$ cat src/rtl/e_fwd_ctrl.sv
// Execute-stage forwarding and load-use hazard controller: registered operand
// select codes for E plus a one-cycle load-use stall. Optional counters via FWD_STATS_EN.
module e_fwd_ctrl #(
   parameter int REG_AW = 5,
   parameter int CNT_W  = 32
) (
   input  logic              i_clk,
   input  logic              i_rst,
   input  logic              i_d_valid,
   input  logic [REG_AW-1:0] i_d_rs,
   input  logic [REG_AW-1:0] i_d_rt,
   input  logic [REG_AW-1:0] i_d_rd,
   input  logic              i_d_regwrite,
   input  logic              i_d_memread,
   input  logic              i_flush,
   output logic [1:0]        o_con_fba,
   output logic [1:0]        o_con_fbb,
   output logic              o_e_valid,
   output logic              o_stall
`ifdef FWD_STATS_EN
   ,
   output logic [CNT_W-1:0]  o_stall_cnt,
   output logic [CNT_W-1:0]  o_fwd_cnt
`endif
);

   localparam logic [1:0] SEL_RF  = 2'b00;
   localparam logic [1:0] SEL_MEM = 2'b10;
   localparam logic [1:0] SEL_WB  = 2'b01;

   typedef enum logic {
      ST_RUN,
      ST_STALL
   } state_e;

   if (REG_AW < 1) begin : g_reg_aw_chk
      $error("e_fwd_ctrl: REG_AW must be at least 1");
   end
   if (CNT_W < 2) begin : g_cnt_w_chk
      $error("e_fwd_ctrl: CNT_W must be at least 2");
   end

   state_e            state_q, state_d;
   logic [REG_AW-1:0] e_dst_q, e_dst_d;
   logic              e_we_q, e_we_d;
   logic              e_mr_q, e_mr_d;
   logic              e_valid_q, e_valid_d;
   logic [REG_AW-1:0] m_dst_q, m_dst_d;
   logic              m_we_q, m_we_d;
   logic [1:0]        fba_q, fba_d;
   logic [1:0]        fbb_q, fbb_d;

   logic haz;
   logic stall;
   logic advance;

   // E's producer lands in M next cycle (10); M's producer lands in W (01).
   function automatic logic [1:0] fwd_code(
      input logic [REG_AW-1:0] src,
      input logic              e_we,
      input logic [REG_AW-1:0] e_dst,
      input logic              m_we,
      input logic [REG_AW-1:0] m_dst
   );
      logic [1:0] code;
      code = SEL_RF;
      if (src != '0) begin
         if (e_we && (e_dst == src))
            code = SEL_MEM;
         else if (m_we && (m_dst == src))
            code = SEL_WB;
      end
      return code;
   endfunction

   always_comb begin
      haz = i_d_valid && e_valid_q && e_mr_q && e_we_q && (e_dst_q != '0) &&
            ((e_dst_q == i_d_rs) || (e_dst_q == i_d_rt));
      stall   = haz && !i_flush && (state_q == ST_RUN);
      advance = i_d_valid && !i_flush && !stall;
   end

   assign o_stall = stall;

   always_comb begin
      // NOTE: every _d gets a default first so no path through this block leaves a latch.
      state_d   = ST_RUN;
      m_dst_d   = e_dst_q;
      m_we_d    = e_we_q;
      e_dst_d   = '0;
      e_we_d    = 1'b0;
      e_mr_d    = 1'b0;
      e_valid_d = 1'b0;
      fba_d     = SEL_RF;
      fbb_d     = SEL_RF;

      if (stall)
         state_d = ST_STALL;

      if (advance) begin
         e_dst_d   = i_d_rd;
         e_we_d    = i_d_regwrite;
         e_mr_d    = i_d_memread;
         e_valid_d = 1'b1;
         fba_d     = fwd_code(i_d_rs, e_we_q, e_dst_q, m_we_q, m_dst_q);
         fbb_d     = fwd_code(i_d_rt, e_we_q, e_dst_q, m_we_q, m_dst_q);
      end
   end

   // NOTE: sequential state uses non-blocking assignments so all registers update together.
   always_ff @(posedge i_clk or posedge i_rst) begin
      if (i_rst) begin
         state_q   <= ST_RUN;
         e_dst_q   <= '0;
         e_we_q    <= 1'b0;
         e_mr_q    <= 1'b0;
         e_valid_q <= 1'b0;
         m_dst_q   <= '0;
         m_we_q    <= 1'b0;
         fba_q     <= SEL_RF;
         fbb_q     <= SEL_RF;
      end else begin
         state_q   <= state_d;
         e_dst_q   <= e_dst_d;
         e_we_q    <= e_we_d;
         e_mr_q    <= e_mr_d;
         e_valid_q <= e_valid_d;
         m_dst_q   <= m_dst_d;
         m_we_q    <= m_we_d;
         fba_q     <= fba_d;
         fbb_q     <= fbb_d;
      end
   end

   assign o_con_fba = fba_q;
   assign o_con_fbb = fbb_q;
   assign o_e_valid = e_valid_q;

`ifdef FWD_STATS_EN
   logic [CNT_W-1:0] stall_cnt_q, stall_cnt_d;
   logic [CNT_W-1:0] fwd_cnt_q, fwd_cnt_d;
   logic [1:0]       fwd_inc;
   logic [CNT_W:0]   fwd_sum;

   always_comb begin
      fwd_inc = {1'b0, fba_d != SEL_RF} + {1'b0, fbb_d != SEL_RF};
      fwd_sum = {1'b0, fwd_cnt_q} + (CNT_W + 1)'(fwd_inc);
      fwd_cnt_d = fwd_sum[CNT_W] ? '1 : fwd_sum[CNT_W-1:0];
      stall_cnt_d = stall_cnt_q;
      if (stall && (stall_cnt_q != '1))
         stall_cnt_d = stall_cnt_q + 1'b1;
   end

   always_ff @(posedge i_clk or posedge i_rst) begin
      if (i_rst) begin
         stall_cnt_q <= '0;
         fwd_cnt_q   <= '0;
      end else begin
         stall_cnt_q <= stall_cnt_d;
         fwd_cnt_q   <= fwd_cnt_d;
      end
   end

   assign o_stall_cnt = stall_cnt_q;
   assign o_fwd_cnt   = fwd_cnt_q;
`endif

endmodule
$ cat config.mk
export PLATFORM = sky130hd
export DESIGN_NAME = e_fwd_ctrl
export DESIGN_NICKNAME = d
export VERILOG_FILES = /design/src/rtl/e_fwd_ctrl.sv
export SDC_FILE = /design/constraint.sdc
export NUM_CORES = 1
export LEC_CHECK = 0
export ABC_CLOCK_PERIOD_IN_PS = 4450
export CAP_MARGIN = 20
export CORE_ASPECT_RATIO = 0.75
export CORE_MARGIN = 10
export CORE_UTILIZATION = 48
export CTS_CLUSTER_DIAMETER = 200
export DETAILED_ROUTE_END_ITERATION = 6
export HOLD_SLACK_MARGIN = 0.03
export PLACE_DENSITY = 0.79
export SKIP_CTS_REPAIR_TIMING = 1
export SLEW_MARGIN = 20
export SYNTH_ARGS = -nofsm -noshare
export SYNTH_HDL_FRONTEND = slang
export SYNTH_SLANG_ARGS = --single-unit
$ cat constraint.sdc
create_clock -name i_clk -period 4.45 [get_ports i_clk]
set_input_delay 0.89 -clock i_clk [delete_from_list [all_inputs] [get_ports i_clk]]
set_output_delay 0.89 -clock i_clk [all_outputs]
set_load 0.02 [all_outputs]
==> summary.md, run 1 <==
| Metric | Value |
|---|---|
| CTS Root Buffer Type | `clkbuf_4` |
| Ant diodes | `0` |
| Comb power frac | `16.1%` |
| Yosys warns | `0` |
| Yosys top cell area share | `53.1%` |
| Worst EP arrival | `2.84 ns` |
| Critical Path Start Type | `primary input` |
| Worst r2r src | `e_dst_q[3]$_DFF_PP0_` |
| Htree depth | `1` |
| Worst-Skew Late Latency | `0.30 ns` |
| Post-synth ARST share | `100%` |
| Setup TNS | `0 ns` |
| Final Cell Area | `1220 µm²` |
| Antenna-violating nets left | `0` |
| CTS buffer count | `3` |
| Area Growth Syn to Fin | `35.8%` |
| Fillcell total | `149` |
| Pwr per Cell Area | `264 nW/µm²` |
| LEAKAGE | `0.507 nW` |
| DRC | `0` |
| Max clock buf depth | `2` |
| Slew headroom | `54.7%` |
| HPWL after DPL | `1660 µm` |
| I/O Buffers | `26` |
| First-pass GRT wire length | `3400 µm` |
| Critical Path Source | `i_d_rs[3]` |
| Initial Utilization | `51.0%` |
| Die Y | `57.4 µm` |
| CTS tree | `built` |
| Outcome | `finished, final reports clean` |
| Hold Fails Final Rpt | `0` |
| Measured slew at the worst slew-check pin | `0.679 ns` |
| Clk slew on worst S/H paths | `0.10 ns` |
| Sink Count | `19` |
| Critical path endpoint category | `output pin` |
| Hold Crit Class | `flip-flop to flip-flop` |
| Netlist Area Pre-Place | `896 µm²` |
| RSZ-0062 raised after global routing | `false` |
| Critical Path RT | `3.56 ns` |
| Tot GR Track Use | `10.6%` |
| Part of the power in the clock network | `27.0%` |
| Worst setup path category | `primary input to output pin` |
| Net Sw Power | `80.0 µW` |
| Yosys cell types | `17` |
| Fin crit share | `83.9%` |
| Most common cell in the netlist | `dfrtp_1` |
| Register area share after synthesis | `53.1%` |
| Initial DRT Pass Iterations | `2` |
| Syn avg cell area | `10.7 µm²` |
| Via count | `692` |
| Largest net degree at the start of global routing | `20` |
| Max capacitance violation total | `0` |
| Vias in the first global route | `720` |
| Final setup violation count | `0` |
| #FFs+latches synth | `19` |
| Post-synth EDFFs | `0` |
| Via density | `5.09` |
| Post-Layout Cell Count | `136` |
| Critical hold path startpoint | `e_we_q$_DFF_PP0_` |
| Worst Clk Skew | `0.00552 ns` |
| Ports | `27` |
| Dpl cell area | `1190 µm²` |
| Peak Freq | `268 MHz` |
| 1st-iter DRT viols | `23` |
| Drt total wl | `2010 µm` |
| WL/cell | `14.8 µm` |
| Syn Inst Count | `84` |
| Total power | `321 µW` |
| Fin crit period | `3.73 ns` |
| Die width | `69.9 µm` |
| Core Region | `1760 µm²` |
| Internal | `241 µW` |
| Share of layout cells above drive strength 1 | `8.77%` |
| Initial antenna violation count | `0` |
| Max FO, Critical Path | `10` |
| Synth top cells by count | `dfrtp_1, xnor2_1, nor2_1` |
| Reg power frac | `56.9%` |
| Total grt overflow | `0` |
| Worst VDD drop | `0.000193 V` |
| # rows | `13` |
| Syn_nets | `105` |
| Final Max Tran Viols | `0` |
| Die area | `4010 µm²` |
| Switch share | `24.9%` |
| Layout Nets | `136` |
| GPL Wtd Cong | `0.884` |
| Area contributors post-synth | `dfrtp_1, xnor2_1, xor2_1` |
| Synth Flop Type | `dfrtp_1` |
| Dpl cells | `132` |
| Biggest area consumer among synthesized cells | `dfrtp_1` |
cells by family (layout without fill, tap and decap cells):
kind of cell / count (synthesis) / after routing / synth area share, %
buffers and inverters: 3 / 33 / 1.40
and+or+nand+nor: 39 / 39 / 22.8
DFF: 19 / 19 / 53.1
AOI/OAI and AO/OA: 3 / 3 / 3.21
xor gates and xnor gates: 20 / 20 / 19.6
power by group through the flow:
stage	Clock [mW]	Sequential (mW)	Combinational [mW]
3_3_place_gp	0	0.186	0.0508
3_5_place_dp	0	0.186	0.0519
5_1_grt	0.100	0.184	0.0565
4_1_cts	0.0908	0.183	0.0523
2_1_floorplan	0	0.185	0.0250
6_report	0.0867	0.183	0.0517
worst max-delay path, cell delays in order:
cell	delay, ns
clkdlybuf4s50_1	0.47
xor2_1	0.18
nor3_2	0.20
nand3_2	0.15
a21oi_4	0.28
clkdlybuf4s50_1	0.66
final cells by class:
class                      instances  area (µm²)  share of cell area (%)
clock buffer                       3        22.5                    1.85
clock inverter                     1        7.51                   0.617
inverter                           2        7.51                   0.617
multi-input combinational         62         408                    33.5
sequential                        19         475                    39.1
tap                               22        27.5                    2.26
timing repair buffer              27         268                    22.0
final timing paths:
check	end	slack (ns)	depth (start not counted)
worst max-delay path	o_stall	0.72	6
worst min-delay path	m_we_q$_DFF_PP0_	0.44	0
worst max register to register	e_dst_q[4]$_DFF_PP0_	2.95	5
worst min register to register	m_we_q$_DFF_PP0_	0.44	0
max in group asynchronous	o_con_fbb[1]$_DFF_PP0_	3.03	2
min in group asynchronous	o_e_valid$_DFF_PP0_	0.98	2
registers in the layout (all words and copies together), names as in the netlist:
register / flops
e_dst_q: 5
e_mr_q: 1
e_we_q: 1
m_dst_q: 5
m_we_q: 1
o_con_fba: 2
o_con_fbb: 2
o_e_valid: 1
state_q: 1
routing by layer:
layer / part of all wire [%] / global-route usage [%] / vias to the layer above
li1: - / - / 343
met1: 48 / 12.5 / 322
met2: 44 / 16.1 / 22
met3: 6.4 / 5.01 / 5
met4: 1.4 / 4.21 / 0
met5: 0 / 0 / -
per-stage QoR:
| stage | setup WS, ns | utilization [%] | hold slack (ns) |
|---|---|---|---|
| 6_report | 0.715 | 69.2 | 0.436 |
| 5_1_grt | 0.544 | 69.2 | 0.453 |
| 4_1_cts | 0.708 | 69.2 | 0.437 |
| 3_5_place_dp | 0.716 | 67.5 | 0.413 |
| 3_3_place_gp | 0.748 | 67.5 | 0.409 |
| 2_1_floorplan | 1.89 | - | 0.393 |
layout by cell type (no fill, tap or decap), types with 2 or more instances in the layout:
cell             count
clkdlybuf4s50_1     26
dfrtp_1             19
xnor2_1             14
nor2_1              11
nand2_1              9
xor2_1               6
nor3_1               3
nand4_1              3
nand3_1              3
clkbuf_4             3
nor3_2               2
nand3_2              2
nor2b_1              2
or4_1                2
inv_1                2
o22ai_1              2
nor4_1               2
(Power assumes the default switching activity.)
==> run 2: changes to the inputs <==
- ABC_CLOCK_PERIOD_IN_PS: 4450 -> 3300
- CORE_UTILIZATION: 48 -> 41
- PLACE_DENSITY: 0.79 -> 0.72
- clock period: 4.45 -> 3.3 ns (I/O delays scaled with it)
==> run 2 against run 1 <==
  * Largest power group unchanged
  * Total power rose by 36%
  * Cell count grew 2.2%
  * Worst setup slack worse by 0.53 ns
  * Via count decreased by 0.58%
  * Global-route usage shrank 0.93 points
  * Sequential share of layout area down 0.32 points
  * Critical endpoint unchanged
  * Final area increased by 0.82%
==> summary.md, run 2 (synthesis results as in run 1) <==
| Metric | Value |
|---|---|
| Max clock buf depth | `2` |
| Commonest non-fill, non-tap cells in the layout | `clkdlybuf4s50_1, dfrtp_1, xnor2_1, nor2_1, nand2_1` |
| Initial Utilization | `43.7%` |
| Critical path endpoint category | `output pin` |
| Peak Freq | `321 MHz` |
| Ant diodes | `0` |
| Measured slew at the worst slew-check pin | `0.701 ns` |
| Share of layout cells above drive strength 1 | `9.57%` |
| Drt total wl | `2030 µm` |
| R2R cell count | `6` |
| Most common cell after layout, fill and taps aside | `clkdlybuf4s50_1` |
| Vias in the first global route | `706` |
| Initial antenna violation count | `0` |
| Register Area | `475 µm²` |
| Switch share | `25.6%` |
| Htree depth | `1` |
| Tot GR Track Use | `9.63%` |
| WHS | `0.436 ns` |
| Worst Clk Skew | `0.00125 ns` |
| Outcome | `finished, final reports clean` |
| Largest net degree at the start of global routing | `20` |
| GR Layer Usage met1 | `12.0%` |
| CTS tree | `built` |
| Via density | `4.95` |
| Final setup violation count | `0` |
| Fin crit share | `94.4%` |
| GPL Wtd Cong | `0.857` |
| Worst Hold Path Cells | `0` |
| Critical Path Start Type | `primary input` |
| Comb power frac | `15.9%` |
| CTS Root Buffer Type | `clkbuf_4` |
| Multi-input logic area | `408 µm²` |
| Hold Crit Class | `flip-flop to flip-flop` |
| LEAKAGE | `0.512 nW` |
| HPWL after DPL | `1630 µm` |
| Largest regs | `e_dst_q x5, m_dst_q x5` |
| Worst setup path category | `primary input to output pin` |
| Slew headroom | `53.2%` |
| Ports | `27` |
| CTS buffer count | `3` |
| GR Util met3 | `5.06%` |
| Sink Count | `19` |
| Critical Path RT | `2.64 ns` |
| Layout Nets | `137` |
| Net Sw Power | `112 µW` |
| Initial DRT Pass Iterations | `4` |
| Final core utilization | `59.8%` |
| Fillcell total | `200` |
| Hold Fails Final Rpt | `0` |
| Max capacitance violation total | `0` |
| Die Y | `60.5 µm` |
| WL/cell | `14.6 µm` |
| Dpl cell area | `1200 µm²` |
| # rows | `14` |
| GR Layer Usage met2 | `13.2%` |
| Clk slew on worst S/H paths | `0.11 ns` |
| Final Cell Area | `1230 µm²` |
| Antenna-violating nets left | `0` |
| Worst VDD drop | `0.000280 V` |
| Core Region | `2050 µm²` |
| Die area | `4470 µm²` |
| Setup TNS | `0 ns` |
| Die width | `74.0 µm` |
| Internal | `326 µW` |
| Worst EP arrival | `2.46 ns` |
| Part of the power in the clock network | `27.7%` |
| Worst-Skew Late Latency | `0.30 ns` |
| Max FO, Critical Path | `4` |
| DRC | `0` |
| Total grt overflow | `0` |
| Area Growth Syn to Fin | `36.9%` |
| Most used routing layer | `met2` |
| I/O Buffers | `26` |
| Final Max Tran Viols | `0` |
| RSZ-0062 raised after global routing | `false` |
| 1st-iter DRT viols | `17` |
| First-pass GRT wire length | `3240 µm` |
| Fin crit period | `3.12 ns` |
| Pwr per Cell Area | `357 nW/µm²` |
| Via count | `688` |
| Reg power frac | `56.4%` |
-- run 2: changes by cell type in the layout (fill, tap and decap cells not counted), sizes merged --
cell and delta:
buf +1
-- run 2: critical path, stage by stage --
cell	delay, ns
clkdlybuf4s50_1	0.47
xor2_1	0.18
nor3_2	0.20
nand3_2	0.15
a21oi_4	0.16
clkdlybuf4s50_1	0.63
-- run 2: power by group through the flow --
stage	clock network (mW)	logic (mW)	registers [mW]
2_1_floorplan	0	0.0337	0.250
3_3_place_gp	0	0.0686	0.251
3_5_place_dp	0	0.0697	0.251
4_1_cts	0.128	0.0703	0.247
5_1_grt	0.137	0.0761	0.248
6_report	0.121	0.0697	0.247
-- run 2: per-stage QoR --
| step | power [mW] | worst slack [ns] | cells |
|---|---|---|---|
| finish | 0.438 | 0.185 | 139 |
| global route | 0.461 | 0.0875 | 139 |
| CTS | 0.445 | 0.176 | 139 |
| detailed placement | 0.321 | 0.191 | 135 |
| global placement | 0.320 | 0.193 | 135 |
| floorplan | 0.284 | 1.20 | 84 |
-- run 2: layout make-up --
type	count	area share (%)
flip-flops and latches	19	38.8
multi-input cells	62	33.3
repair buffers	28	22.4
well taps	24	2.45
clock buffers	3	1.84
clock inverters	1	0.612
inverters	2	0.612
-- run 2: worst paths after layout --
path	from	to	slack, ns
max reg2reg	e_dst_q[2]$_DFF_PP0_	e_mr_q$_DFF_PP0_	1.81
max in group asynchronous	i_rst	m_dst_q[1]$_DFF_PP0_	2.10
min	e_we_q$_DFF_PP0_	m_we_q$_DFF_PP0_	0.44
min reg2reg	e_we_q$_DFF_PP0_	m_we_q$_DFF_PP0_	0.44
min in group asynchronous	i_rst	state_q$_DFF_PP0_	0.76
max	i_d_rs[3]	o_stall	0.18
-- run 2: per-layer routing --
layer  up-vias  wire length (µm)
met1       319               966
li1        343                 -
met5         -                 0
met2        24               843
met3         2               201
met4         0                19
==> run 3: changes to the inputs <==
==> constraint.sdc (replaced) <==
create_clock -name i_clk -period 3.3 [get_ports i_clk]
set_input_delay 0.495 -clock i_clk [delete_from_list [all_inputs] [get_ports i_clk]]
set_output_delay 0.495 -clock i_clk [all_outputs]
set_load 0.02 [all_outputs]
==> run 3 against run 2 <==
  * First-iteration DRC count rose by 140%
  * Highest routed layer unchanged
  * Die area did not move
  * Sequential power is essentially flat
  * Utilization down 0.37 points
  * Sequential cell count is the same
  * Global-route usage up 0.89 points
  * Non-clock buffer count decreased by 1
==> summary.md, run 3 (synthesis results as in run 1) <==
| Metric | Value |
|---|---|
| Initial Utilization | `43.7%` |
| Final core utilization | `59.5%` |
| Critical Path RT | `2.80 ns` |
| Worst EP arrival | `2.50 ns` |
| Top sig layer | `met4` |
| GPL Wtd Cong | `0.807` |
| Setup TNS | `0 ns` |
| Most common cell after layout, fill and taps aside | `clkdlybuf4s50_1` |
| Drt total wl | `2230 µm` |
| Max FO, Critical Path | `10` |
| Commonest non-fill, non-tap cells in the layout | `clkdlybuf4s50_1, dfrtp_1, xnor2_1, nor2_1, nand2_1` |
| Metal3 WL | `214 µm` |
| Final worst-path setup slack | `0.301 ns` |
| Metal1 wirelength | `963 µm` |
| WL/cell | `16.2 µm` |
| Htree depth | `1` |
| CTS buffer count | `3` |
| Net Sw Power | `118 µW` |
| Register Area | `475 µm²` |
| Delay of the slowest critical-path stage | `0.68 ns` |
| First-pass GRT wire length | `3490 µm` |
| Via density | `5.21` |
| Max capacitance violation total | `0` |
| Largest net degree at the start of global routing | `20` |
| Ant diodes | `0` |
| CTS tree | `built` |
| Via count | `719` |
| CTS Root Buffer Type | `clkbuf_4` |
| RSZ-0062 raised after global routing | `false` |
| Ports | `27` |
| I/O Buffers | `26` |
| Fin crit period | `3.00 ns` |
| Hold Crit Class | `flip-flop to flip-flop` |
| # rows | `14` |
| Layout Nets | `136` |
| CP max stage cell | `clkdlybuf4s50_1` |
| HPWL after DPL | `1770 µm` |
| Initial DRT Pass Iterations | `4` |
| Area Growth Syn to Fin | `36.0%` |
| Pwr per Cell Area | `364 nW/µm²` |
| Total power | `444 µW` |
| Initial antenna violation count | `0` |
| Die Y | `60.5 µm` |
| Comb power frac | `15.9%` |
| Share of layout cells above drive strength 1 | `8.77%` |
| Clk slew on worst S/H paths | `0.12 ns` |
| Peak Freq | `333 MHz` |
| Slew headroom | `51.9%` |
| Outcome | `finished, final reports clean` |
| Internal | `326 µW` |
| Hold Fails Final Rpt | `0` |
| Sink Count | `19` |
| Final Max Tran Viols | `0` |
| Worst-path cell chain | `clkdlybuf4s50_1, xor2_1, nor3_2, nand3_2, a21oi_4, clkdlybuf4s50_1` |
| Core Region | `2050 µm²` |
| Buf/Inv on CP | `2` |
| Measured slew at the worst slew-check pin | `0.720 ns` |
| Delay-heaviest family, CP | `buffers and inverters` |
| Dpl cells | `134` |
| Met2 routed WL | `1020 µm` |
| Post-Layout Cell Count | `138` |
| Final setup violation count | `0` |
| Die area | `4470 µm²` |
| Worst VDD drop | `0.000249 V` |
| Critical Path Start Type | `primary input` |
| Fin crit share | `90.9%` |
| Switch share | `26.6%` |
| Worst-Skew Late Latency | `0.31 ns` |
| Vias in the first global route | `757` |
| Tot GR Track Use | `10.5%` |
| Worst Clk Skew | `0.00274 ns` |
| Critical path endpoint category | `output pin` |
| Total grt overflow | `0` |
| LEAKAGE | `0.507 nW` |
| Worst setup path category | `primary input to output pin` |
| Largest regs | `e_dst_q x5, m_dst_q x5` |
| 1st-iter DRT viols | `41` |
| DP Worst Slack | `0.315 ns` |
| Fillcell total | `185` |
| Reg power frac | `55.7%` |
| Top cell by count, worst path | `clkdlybuf4s50_1` |
| Die width | `74.0 µm` |
| Part of the power in the clock network | `28.4%` |
| Multi-input logic area | `408 µm²` |
| Antenna-violating nets left | `0` |
| DRC | `0` |
| Max clock buf depth | `2` |
## run 3: path summary, 6_finish.rpt
path                                           start                   end  slack [ns]  cells past startpoint
worst max-delay path                       i_d_rt[2]               o_stall        0.30                      6
worst min-delay path                e_we_q$_DFF_PP0_      m_we_q$_DFF_PP0_        0.45                      0
worst max register to register  e_dst_q[2]$_DFF_PP0_  e_dst_q[2]$_DFF_PP0_        1.77                      5
worst min register to register      e_we_q$_DFF_PP0_      m_we_q$_DFF_PP0_        0.45                      0
max in group asynchronous                      i_rst  e_dst_q[4]$_DFF_PP0_        2.25                      2
min in group asynchronous                      i_rst   o_e_valid$_DFF_PP0_        0.60                      2
## run 3: cell type report
cell class	instances	area share (%)
Timing Repair Buffer	27	22.0
Tap cell	24	2.46
Multi-Input combinational cell	62	33.5
Clock inverter	1	0.616
Inverter	2	0.616
Sequential cell	19	39.0
Clock buffer	3	1.85
## run 3: per-layer routing
metal,global-route usage (%),up-vias
li1,-,343
met3,5.38,4
met4,3.98,0
met5,0,-
met2,17.2,30
met1,11.5,342
## run 3: power groups by stage
| stage | Clock [mW] | Sequential (mW) | Combinational (mW) |
|---|---|---|---|
| after floorplan | 0 | 0.250 | 0.0337 |
| after global placement | 0 | 0.251 | 0.0685 |
| after detailed placement | 0 | 0.252 | 0.0706 |
| after CTS | 0.127 | 0.247 | 0.0711 |
| after global routing | 0.138 | 0.248 | 0.0765 |
| final | 0.126 | 0.247 | 0.0706 |
## run 3: through the flow
step | instance area (µm²) | hold WS [ns]
5_1_grt | 1220 | 0.467
2_1_floorplan | 896 | 0.393
6_report | 1220 | 0.447
3_5_place_dp | 1190 | 0.423
3_3_place_gp | 1190 | 0.409
4_1_cts | 1220 | 0.454
## run 3: worst reg2reg max path: cells and delay by family (launching register included)
kind | cells | cell delay [ns]
xor gates and xnor gates | 1 | 0.20
AOI/OAI and AO/OA | 1 | 0.31
DFF | 1 | 0.46
and+or+nand+nor | 3 | 0.45
